[config.mk]
export PLATFORM = sky130hd
export DESIGN_NAME = register_file
export DESIGN_NICKNAME = d
export VERILOG_FILES = /design/src/rtl/cpu_pkg.sv /design/src/rtl/reg_scoreboard.sv /design/src/rtl/register_file.sv
export SDC_FILE = /design/constraint.sdc
export NUM_CORES = 1
export LEC_CHECK = 0
export BUFFER_PORTS_ARGS = -buffer_cell sky130_fd_sc_hd__buf_2
export CORE_MARGIN = 2
export CORE_UTILIZATION = 40
export DETAILED_ROUTE_END_ITERATION = 16
export PLACE_DENSITY = 0.62
export SYNTH_ARGS = -nofsm -noshare
export SYNTH_HDL_FRONTEND = slang
export SYNTH_SLANG_ARGS = --single-unit
[constraint.sdc]
create_clock -name clk -period 3.05 [get_ports clk]
set_input_delay 0.61 -clock clk [delete_from_list [all_inputs] [get_ports clk]]
set_output_delay 0.61 -clock clk [all_outputs]
set_load 0.01 [all_outputs]
[src/rtl/cpu_pkg.sv]
// Shared defaults and FSM state encodings for the register file slice.
package cpu_pkg;
  localparam int DATA_W_DEF = 16;
  localparam int ADDR_W_DEF = 4;

  typedef enum logic [1:0] {W_IDLE, W_ACK, W_DROP} wr_state_t;
  typedef enum logic       {R_IDLE, R_HOLD}         rd_state_t;
endpackage

[src/rtl/reg_scoreboard.sv]
// Pending-write scoreboard: one bit per register, a lock sets it and a commit clears it.
module reg_scoreboard
  import cpu_pkg::*;
#(
  parameter int ADDR_W   = ADDR_W_DEF,
  parameter int ZERO_REG = 1
) (
  input  logic              clk,
  input  logic              reset,
  input  logic              lock_valid,
  input  logic [ADDR_W-1:0] lock_addr,
  input  logic              clr_valid,
  input  logic [ADDR_W-1:0] clr_addr,
  input  logic [ADDR_W-1:0] addr_a,
  input  logic [ADDR_W-1:0] addr_b,
  output logic              pend_a,
  output logic              pend_b
);
  localparam int NUM_REGS = 2**ADDR_W;

  logic [NUM_REGS-1:0] pend_q, pend_d;
  logic                lock_ok;

  assign lock_ok = lock_valid && !((ZERO_REG != 0) && (lock_addr == '0));

  // Set is applied after clear: a lock belongs to a newer instruction than the retiring write.
  always_comb begin
    pend_d = pend_q;
    if (clr_valid) pend_d[clr_addr] = 1'b0;
    if (lock_ok)   pend_d[lock_addr] = 1'b1;
  end

  always_ff @(posedge clk or negedge reset) begin
    if (!reset) pend_q <= '0;
    else        pend_q <= pend_d;
  end

  assign pend_a = pend_q[addr_a];
  assign pend_b = pend_q[addr_b];
endmodule

[src/rtl/register_file.sv]
// Architectural register file: handshaked writeback port, 4-phase two-operand read port,
// hazard stall via the pending scoreboard and same-cycle write forwarding.
module register_file
  import cpu_pkg::*;
#(
  parameter int DATA_W   = DATA_W_DEF,
  parameter int ADDR_W   = ADDR_W_DEF,
  parameter int ZERO_REG = 1
) (
  input  logic              clk,
  input  logic              reset,
  input  logic              write_en,
  input  logic [ADDR_W-1:0] write_addr,
  input  logic [DATA_W-1:0] write_data,
  output logic              reg_ack,
  input  logic              rd_req,
  input  logic [ADDR_W-1:0] rs1_addr,
  input  logic [ADDR_W-1:0] rs2_addr,
  output logic              rd_ack,
  output logic [DATA_W-1:0] rs1_data,
  output logic [DATA_W-1:0] rs2_data,
  input  logic              lock_valid,
  input  logic [ADDR_W-1:0] lock_addr
);
  localparam int NUM_REGS = 2**ADDR_W;

  logic [NUM_REGS-1:0][DATA_W-1:0] regs_q;

  wr_state_t         wr_q, wr_d;
  rd_state_t         rd_q, rd_d;
  logic              reg_ack_q, reg_ack_d;
  logic              rd_ack_q, rd_ack_d;
  logic [DATA_W-1:0] rs1_q, rs1_d, rs2_q, rs2_d;
  logic              commit, wr_keep;
  logic              pend1, pend2, hazard;
  logic              fwd1, fwd2;
  logic [DATA_W-1:0] op1, op2;

  // Write FSM: one commit per write_en assertion; W_DROP waits for write_en to be seen low.
  always_comb begin
    wr_d      = wr_q;
    reg_ack_d = 1'b0;
    commit    = 1'b0;
    case (wr_q)
      W_IDLE: if (write_en) begin
        commit    = 1'b1;
        reg_ack_d = 1'b1;
        wr_d      = W_ACK;
      end
      W_ACK:  wr_d = W_DROP;
      W_DROP: if (!write_en) wr_d = W_IDLE;
      default: wr_d = W_IDLE;
    endcase
  end

  assign wr_keep = commit && !((ZERO_REG != 0) && (write_addr == '0));

  always_ff @(posedge clk or negedge reset) begin
    if (!reset)       regs_q <= '0;
    else if (wr_keep) regs_q[write_addr] <= write_data;
  end

  reg_scoreboard #(.ADDR_W(ADDR_W), .ZERO_REG(ZERO_REG)) u_sb (
    .clk       (clk),
    .reset     (reset),
    .lock_valid(lock_valid),
    .lock_addr (lock_addr),
    .clr_valid (commit),
    .clr_addr  (write_addr),
    .addr_a    (rs1_addr),
    .addr_b    (rs2_addr),
    .pend_a    (pend1),
    .pend_b    (pend2)
  );

  // A commit in this cycle both resolves the hazard and supplies the operand.
  assign fwd1   = commit && (write_addr == rs1_addr);
  assign fwd2   = commit && (write_addr == rs2_addr);
  assign hazard = (pend1 && !fwd1) || (pend2 && !fwd2);

  always_comb begin
    if ((ZERO_REG != 0) && (rs1_addr == '0)) op1 = '0;
    else if (fwd1)                           op1 = write_data;
    else                                     op1 = regs_q[rs1_addr];
    if ((ZERO_REG != 0) && (rs2_addr == '0)) op2 = '0;
    else if (fwd2)                           op2 = write_data;
    else                                     op2 = regs_q[rs2_addr];
  end

  always_comb begin
    rd_d     = rd_q;
    rd_ack_d = rd_ack_q;
    rs1_d    = rs1_q;
    rs2_d    = rs2_q;
    case (rd_q)
      R_IDLE: if (rd_req && !hazard) begin
        rs1_d    = op1;
        rs2_d    = op2;
        rd_ack_d = 1'b1;
        rd_d     = R_HOLD;
      end
      R_HOLD: if (!rd_req) begin
        rd_ack_d = 1'b0;
        rd_d     = R_IDLE;
      end
      default: rd_d = R_IDLE;
    endcase
  end

  always_ff @(posedge clk or negedge reset) begin
    if (!reset) begin
      wr_q      <= W_IDLE;
      rd_q      <= R_IDLE;
      reg_ack_q <= 1'b0;
      rd_ack_q  <= 1'b0;
      rs1_q     <= '0;
      rs2_q     <= '0;
    end else begin
      wr_q      <= wr_d;
      rd_q      <= rd_d;
      reg_ack_q <= reg_ack_d;
      rd_ack_q  <= rd_ack_d;
      rs1_q     <= rs1_d;
      rs2_q     <= rs2_d;
    end
  end

  assign reg_ack  = reg_ack_q;
  assign rd_ack   = rd_ack_q;
  assign rs1_data = rs1_q;
  assign rs2_data = rs2_q;
endmodule
# --- Word-level counts from Yosys, hierarchy flattened ---
# Index checks and enable logic that the tools add are counted.
totals:
  ff_bits: 309
  inputBits: 37
  output_inout_bits: 34
  word_cells: 96
classes:
  n_lt_le_gt_ge: 6
  n_eq_ne: 8
  n_mux: 32
  bitwise_logic: 4
  reduce_logical: 23
ops:
  columns: ["op", "n"]
  rows:
  - ["$bwmux W256", 1]
  - ["$mux W16", 9]
  - ["$bmux W16 S4", 2]
  - ["$demux W16 S4", 1]
  - ["$lt A4 B5 Y1 const B", 4]
  - ["$and A16 B16 Y16", 1]
  - ["$logic_not A4 Y1", 4]
  - ["$not A16 Y16", 1]
  - ["$or A16 B16 Y16", 1]
  - ["$mux W1", 10]
  - ["$logic_and A1 B1 Y1", 9]
  - ["$bmux W1 S4", 2]
  - ["$demux W1 S4", 2]
  - ["$eq A4 B4 Y1", 2]
  - ["$ge A4 B1 Y1 const B", 2]
  - ["$ne A2 B2 Y1 const B", 4]
  - ["$pmux W2 S3", 1]
  - ["$reduce_and A2 Y1", 3]
  - ["$logic_not A1 Y1", 5]
  - ["$mux W2", 2]
  - ["$pmux W1 S2", 2]
  - ["$eq A2 B1 Y1 const B", 1]
  - ["$eq A2 B2 Y1 const B", 1]
  - ["$logic_not A2 Y1", 1]
  - ["2 further kinds", 2]

# --- Depth between registers and ports, before layout ---
# Gate-level depths: netlist (run 1).
depth:
  depth_word: 10
  depth_mapped: 9
  mapped_depth_nobuf: 5

# --- By module ---
# A second synthesis (run 1) with hierarchy kept.
hier_totals:
  hier_cells: 1215
  hier_area_um2: 16268.1
by_module_without_submodules:
  columns: ["mod", "n_inst", "cells_each", "area_per_inst_um2", "seq_area_each_um2"]
  rows:
  - ["register_file", 1, 1138, 15337.2, 7332.0]
  - ["reg_scoreboard", 1, 77, 930.9, 400.4]

# --- Worst setup path before layout (run 1) ---
# OpenSTA, ideal clock, no wires.
synth_timing:
  path_type: "input to register"
  startpoint: "input rs2_addr[1]"
  endpoint: "register rs1_q[12], in the netlist rs1_data[12]"
  setup_ns: 0.128
  t_arrival_ns: 2.662
  t_required_ns: 2.922
  setup_slack_ns: 0.261
  cell_stages: 7
  path_buffers: 2
  path_cell_list: "buf_2 -> mux4_2 -> nor2b_1 -> a211o_1 -> a221oi_4 -> buf_6 -> mux2_1"
synth_between:
  elab_chain_len: 8
  word_cells_on_any_way: 10
  cone_classes: "eq/ne: 1; mux: 2; reduce/logical: 7"
synth_lines:
  columns: ["item", "line", "rtl"]
  rows:
  - ["start, declared", "register_file.sv:18", "input logic [ADDR_W-1:0] rs2_addr,"]
  - ["parallel branches: the longest is 3 deep, another holds $bmux W1 S4", null, null]
  - ["$logic_and A1 B1 Y1 (*)", "register_file.sv:79", "assign hazard = (pend1 && !fwd1) || (pend2 && !fwd2);"]
  - ["$logic_or A1 B1 Y1 (*)", "register_file.sv:79", null]
  - ["$logic_not A1 Y1 (*)", "register_file.sv:96", "R_IDLE: if (rd_req && !hazard) begin"]
  - ["$logic_and A1 B1 Y1 (*)", "register_file.sv:96", null]
  - ["$reduce_and A2 Y1 (no line) (*)", null, null]
  - ["end signal, assigned", "register_file.sv:123", "rs1_q <= rs1_d;"]
  - ["end, declared", "register_file.sv:33", "logic [DATA_W-1:0] rs1_q, rs1_d, rs2_q, rs2_d;"]
# Mark *: on every way between the ends. The select of a mux whose other input is x is not followed.
# A chain may end at the register's enable or synchronous reset.

# --- Worst setup path after layout (run 1) ---
layout_timing:
  startpoint: "register u_sb.pend_q[6]"
  endpoint: "register rs1_q[14], in the netlist rs1_data[14]"
layout_between:
  elab_chain_len: 7
  word_cells_on_any_way: 10
  cone_classes: "mux: 4; reduce/logical: 6"
layout_lines:
  columns: ["item", "line", "rtl"]
  rows:
  - ["start, declared", "reg_scoreboard.sv:21", "logic [NUM_REGS-1:0] pend_q, pend_d;"]
  - ["start signal, assigned", "reg_scoreboard.sv:35", "else pend_q <= pend_d;"]
  - ["$bmux W1 S4 (on tied branches)", "reg_scoreboard.sv:38, reg_scoreboard.sv:39", null]
  - ["$mux W1 (on tied branches)", "reg_scoreboard.sv:38, reg_scoreboard.sv:39", null]
  - ["$logic_and A1 B1 Y1", "register_file.sv:79", null]
  - ["$logic_or A1 B1 Y1 (*)", "register_file.sv:79", null]
  - ["$logic_not A1 Y1 (*)", "register_file.sv:96", null]
  - ["$logic_and A1 B1 Y1 (*)", "register_file.sv:96", null]
  - ["$reduce_and A2 Y1 (no line) (*)", null, null]
# Every way passes the cells marked *; elsewhere a longest branch is shown, timed or not. The select of a mux whose other input is x is not followed.

==> results of run 1 <==
cell families (layout without fill, tap and decap cells):
logic type / count (synthesis) / in the layout / synth area share, %
multiplexers: 381 / 381 / 30.4
AO/OA/AOI/OAI: 314 / 314 / 11.7
flip-flops: 309 / 309 / 48.0
AND/OR/NAND/NOR: 195 / 195 / 5.47
buffers and inverters: 164 / 249 / 4.11
XOR/XNOR: 8 / 8 / 0.435
other: 0 / 1 / 0
synth_stat cells, types with 2 or more instances:
library cell  instances
nor3b_1               5
buf_1                25
mux4_2               70
mux2_2              149
a21boi_0             17
clkbuf_1             75
buf_2                19
nand3b_1              5
and2_1                2
nor2_1                6
dfrtp_1             309
mux2_1               13
a211oi_1             16
or3b_2                4
nand2_1             149
buf_6                 3
nand2b_1              4
a211o_1              17
inv_1                42
xor2_1                8
a31oi_1              32
nor2b_1               5
mux2i_1             149
o21ai_0             157
o22ai_1              70
nand3_1               5
or3_1                 2
and3_1                3
where the power goes:
part           switching [mW]  total (mW)  leakage, nW  internal (mW)
Sequential               1.30        7.07         3.97           5.77
Clock                    1.69        4.30        0.562           2.61
Combinational            1.94        4.38         3.93           2.44
layer usage:
metal  up-vias  GRT usage [%]  wire (um)
li1       5161              -          -
met1      5977           31.9      20800
met2       435           38.3      22900
met3        98           3.34       2880
met4         0           7.89       1430
met5         -              0          0
state kept, by name (all words and copies together) (netlist names):
name and cells:
rd_ack 1, rd_q 1, reg_ack 1, regs_q 256, rs1_data 16, rs2_data 16
u_sb.pend_q 16, wr_q 2
per-stage QoR:
step	worst slack, ns	utilization (%)	hold WS, ns
floorplan	0.261	-	0.314
global placement	0.250	43.8	0.384
detailed placement	0.218	43.8	0.391
CTS	0.609	46.7	0.0471
global route	0.533	46.7	0.0532
finish	0.595	46.7	0.0167
final cells by class:
class	count	area (um2)	share of cell area [%]
clock buffer	48	995	5.36
timing repair buffer	150	1120	6.01
inverter	42	158	0.849
antenna	1	2.50	0.0135
clock inverter	9	155	0.835
sequential	309	7730	41.6
multi-input combinational	898	7750	41.8
tap	525	657	3.54
worst max-delay path: stages (launching register included):
cell      delay, ns
dfrtp_1        0.41
mux4_2         0.46
nor2b_1        0.15
a211o_1        0.33
a221oi_4       0.35
buf_4          0.29
mux2_1         0.34
worst max-delay path by stage:
stage | startpoint | to | slack, ns | cells past startpoint
final | u_sb.pend_q[6]$_DFF_PN0_ | rs1_data[14]$_DFFE_PN0P_ | 0.60 | 6
after detailed placement | rs2_addr[1] | rs1_data[9]$_DFFE_PN0P_ | 0.22 | 7
after global routing | u_sb.pend_q[6]$_DFF_PN0_ | rs1_data[14]$_DFFE_PN0P_ | 0.53 | 6
after floorplan | rs2_addr[1] | rs1_data[12]$_DFFE_PN0P_ | 0.26 | 7
after global placement | rs2_addr[1] | rs1_data[5]$_DFFE_PN0P_ | 0.25 | 7
after CTS | u_sb.pend_q[6]$_DFF_PN0_ | rs1_data[14]$_DFFE_PN0P_ | 0.61 | 6
layout by cell type, fill, tap and decap left out, drive strengths merged:
| master | count |
|---|---|
| dfrtp | 309 |
| mux2 | 162 |
| o21ai | 158 |
| buf | 150 |
| nand2 | 149 |
| mux2i | 149 |
| o22ai | 70 |
| mux4 | 70 |
| clkbuf | 48 |
| inv | 43 |
| a31oi | 32 |
| a21boi | 17 |
| a211o | 17 |
| a211oi | 16 |
| xor2 | 8 |
| nor2 | 6 |
| nor3b | 6 |
| nand3b | 5 |
| nand3 | 5 |
| nor2b | 5 |
| nand2b | 4 |
| or3b | 4 |
| bufinv | 4 |
| and3 | 3 |
| clkinv | 3 |
| and2 | 2 |
| nor4 | 2 |
| or3 | 2 |
| a22oi | 2 |
| diode | 1 |
| nor3 | 1 |
| and3b | 1 |
| o21a | 1 |
| a221oi | 1 |
| clkinvlp | 1 |
==> flow_summary.yaml, run 1 <==
floorplan:
  initial_utilization_pct: 40.6
  die_x_um: 205
  die_area_mm2: 0.0419
  io_pins: 71
  die_y_um: 205
  fp.coreArea_mm2: 0.0397
  num_rows: 73
sta:
  fin_crit_ns: 2.45
  final-setup-viol-count: 0
  rsz0062_at_grt: "false"
  finalMaxSlewViolations: 0
  timing.final.crit_share_pct: 80.5
  tightestPinTransition_ns: 0.590
  setup-tns-final_ns: 0
  clock.fmax_mhz: 407
  clock_skew_ns: 0.0213
  slew_headroom_pct: 60.7
  hold_viol: 0
power_and_ir_drop:
  power.density_mw_per_mm2: 848
  ir_worst_vdd_mv: 0.394
  power.leakage_nw: 8.45
  total_power_mw: 15.8
yosys:
  yosys.area.top_type: "dfrtp_1"
  synth_cell_types: 38
  ys_ff_latch: 309
  syn_area_mm2: 0.0161
  syn_avg_cell_area_um2: 11.8
  synth_flop_cell: "dfrtp_1"
  synth_top_area_share_pct: 48.0
  ys_seq_area_share_pct: 48.0
  syn-instance-count: 1371
  yosysWarnings: 0
  synth-edff-count: 0
  async_flop_share_pct: 100
  synth_nets: 1408
  netlist_top_cells_area: "dfrtp_1 48%, mux2_2 10%, mux4_2 9.8%, mux2i_1 9.3%, o21ai_0 4.9%"
drt:
  first_pass_iters: 5
  detailroute.via_count: 11671
  initialDrtViolationCount: 865
  wirelength_um: 48000
  ant_nets: 0
  drc: 0
  via_per_inst: 5.89
  detail_route.wl_per_cell_um: 24.2
clocking:
  cts.sinks: 309
  clkTransAtPathRegs_ns: 0.06
  cts_hold_buf: 0
  cts_tree: "done"
  cts_buffer_depth: 3
  clockRootBuffer: "clkbuf_16"
  postCtsSetupRepairBufs: 0
  htree_num_levels: 2
  cts_made_buffers: 34
  clk_latency_ns: 0.52
  cts_resized: 0
critical_path:
  path_class: "reg -> reg"
  cp_max_fo: 10
  required_ns: 3.44
  worstReg2RegStart: "u_sb.pend_q[6]$_DFF_PN0_"
  end_kind: "register"
  r2r_slack_ns: 0.60
  critPathLaunchType: "register"
  arrival_ns: 2.84
  r2r_cells: 6
  r2r-end: "rs1_data[14]$_DFFE_PN0P_"
grt:
  grt_pass1_vias: 12150
  grt_antenna_before_repair: 2
  grt_max_degree: 75
  grtUsageTotal_pct: 23.4
  grt_overflow: 0
  grt_first_pass_wirelength_um: 74200
placement:
  numPortBuffers: 70
  dp.cells: 1924
  place_area_mm2: 0.0174
  dp_hpwl_um: 32400
  place_congestion: 0.816
cells_and_area:
  stdcell_area_mm2: 0.0186
  layout.cells.non_filler: 1982
  num-nets-final: 1472
  layout-drive-gt1-share_pct: 29.7
  syn_to_final_growth_pct: 15.2
  n_fill_cell: 3613
flow_run:
  max_cap_violations: 0
worst_hold_path:
  hp-class: "in -> async"
outcome:
  status: "completed"
(Power assumes the default switching activity.)
==> inputs of run 2 (changes only) <==
- clock period: 3.05 -> 2.5 ns (I/O delays scaled with it)
==> flow_summary.yaml, run 2 (same netlist as run 1, synthesis figures left out) <==
floorplan:
  initial_utilization_pct: 40.6
  die_area_mm2: 0.0419
  fp.coreArea_mm2: 0.0397
  die_x_um: 205
  die_y_um: 205
  num_rows: 73
  io_pins: 71
drt:
  detail_route.wl_per_cell_um: 22.9
  drc: 0
  first_pass_iters: 6
  ant_nets: 0
  via_per_inst: 5.74
  detailroute.via_count: 11603
  wirelength_um: 46300
  initialDrtViolationCount: 731
critical_path:
  critPathLaunchType: "register"
  arrival_ns: 2.80
  max_stage_delay_ns: 0.46
  required_ns: 2.90
  worst_path_max_delay_cell: "mux4_2"
  worstPathCellList: "mux4_2, nor2b_1, a211o_1, a221oi_4, buf_12, mux2_2"
  end_kind: "register"
  path_class: "reg -> reg"
  cp_max_fo: 29
cells_and_area:
  multi_input_comb_area_mm2: 0.00781
  layout-drive-gt1-share_pct: 32.8
  regMostFlops: "regs_q"
  n_fill_cell: 3560
  final_common_cell: "dfrtp_1"
  layout.cells.non_filler: 2022
  largest_reg_flops: 256
  syn_to_final_growth_pct: 18.4
  seq_area_mm2: 0.00773
  stdcell_area_mm2: 0.0191
  num-nets-final: 1509
  mostFrequentLayoutCells: "309 x dfrtp_1, 157 x o21ai_0, 149 x nand2_1, 149 x mux2_2, 148 x mux2i_1"
placement:
  numPortBuffers: 70
  dpl_worst_slack_ns: -0.189
  place_area_mm2: 0.0180
  place_congestion: 0.839
  dp.cells: 1960
  dp_hpwl_um: 32100
clocking:
  cts.sinks: 309
  cts_buffer_depth: 3
  postCtsSetupRepairBufs: 0
  clkTransAtPathRegs_ns: 0.06
  clk_latency_ns: 0.52
  clockRootBuffer: "clkbuf_16"
  cts_tree: "done"
  htree_num_levels: 2
  cts_made_buffers: 34
grt:
  grt_use_met2_pct: 38.4
  grt_util_met3_pct: 3.71
  grt_overflow: 0
  met1_usage_pct: 29.7
  grt_max_degree: 60
  grt_antenna_before_repair: 3
  grtUsageTotal_pct: 22.8
  grt_first_pass_wirelength_um: 72300
  grt.busiest_layer: "met2"
  grt_pass1_vias: 11917
worst_hold_path:
  hp-class: "in -> reg"
sta:
  rsz0062_at_grt: "false"
  final-setup-viol-count: 0
  finalMaxSlewViolations: 0
  tightestPinTransition_ns: 0.900
  clock_skew_ns: 0.0118
  slew_headroom_pct: 40.0
  fin_crit_ns: 2.40
  setup_ws_ns: 0.0994
  timing.final.crit_share_pct: 96.0
  hold_viol: 0
  clock.fmax_mhz: 417
flow_run:
  max_cap_violations: 0
power_and_ir_drop:
  power.density_mw_per_mm2: 993
  power.leakage_nw: 8.71
  total_power_mw: 19.0
  ir_worst_vdd_mv: 0.414
outcome:
  status: "completed"
[run 2: layout make-up]
class                   instances  area share, %
flip-flops and latches        309           40.5
clock inverters                20          0.767
inverters                      42          0.826
diodes                          1         0.0131
well taps                     525           3.44
clock buffers                  40           4.84
repair buffers                187           8.70
multi-input cells             898           40.9
[run 2: worst paths after layout]
path                                          start                  endpoint  slack, ns  cells after the start
hold / removal                               rd_req            rd_q$_DFF_PN0_       0.22                      2
setup / recovery           u_sb.pend_q[4]$_DFF_PN0_   rs1_data[1]$_DFFE_PN0P_        0.1                      6
min in group asynchronous                     reset  u_sb.pend_q[8]$_DFF_PN0_       0.51                      2
max in group asynchronous                     reset     regs_q[4]$_DFFE_PN0P_       1.22                      3
setup reg to reg           u_sb.pend_q[4]$_DFF_PN0_   rs1_data[1]$_DFFE_PN0P_        0.1                      6
hold reg to reg               regs_q[7]$_DFFE_PN0P_     regs_q[7]$_DFFE_PN0P_       0.40                      0
[run 2: per-stage QoR]
stage / setup TNS (ns) / hold WS (ns) / utilization [%]
4_1_cts: 0 / 0.202 / 48.0
3_3_place_gp: -4.22 / 0.384 / 45.3
6_report: 0 / 0.217 / 48.0
2_1_floorplan: -0.470 / 0.204 / -
5_1_grt: 0 / 0.214 / 48.0
3_5_place_dp: -4.13 / 0.388 / 45.3
[run 2: routing by layer]
layer,wire length (um),share of wire [%]
met5,27,0.058
met3,2440,5.3
met2,22800,49
met4,1410,3.0
met1,19700,42
[run 2: power breakdown]
part           internal, mW  total [mW]  switching (mW)
registers              7.04        8.58            1.53
logic                  3.15        5.52            2.37
clock network          2.77        4.86            2.09
[run 2: worst max-delay path, delay by kind of cell, from the launching register on]
kind / cells / cell delay, ns
AND/OR/NAND/NOR: 1 / 0.14
flip-flops: 1 / 0.41
multiplexers: 2 / 0.82
AO/OA/AOI/OAI: 2 / 0.62
buffers and inverters: 1 / 0.28
[run 2: timing repair]
action / 4_1_cts / 5_1_grt
hold buffers: 1 / 0
hold endpoints to repair: 49 / 0
setup endpoints to repair: 0 / 1
resized for setup: 0 / 1
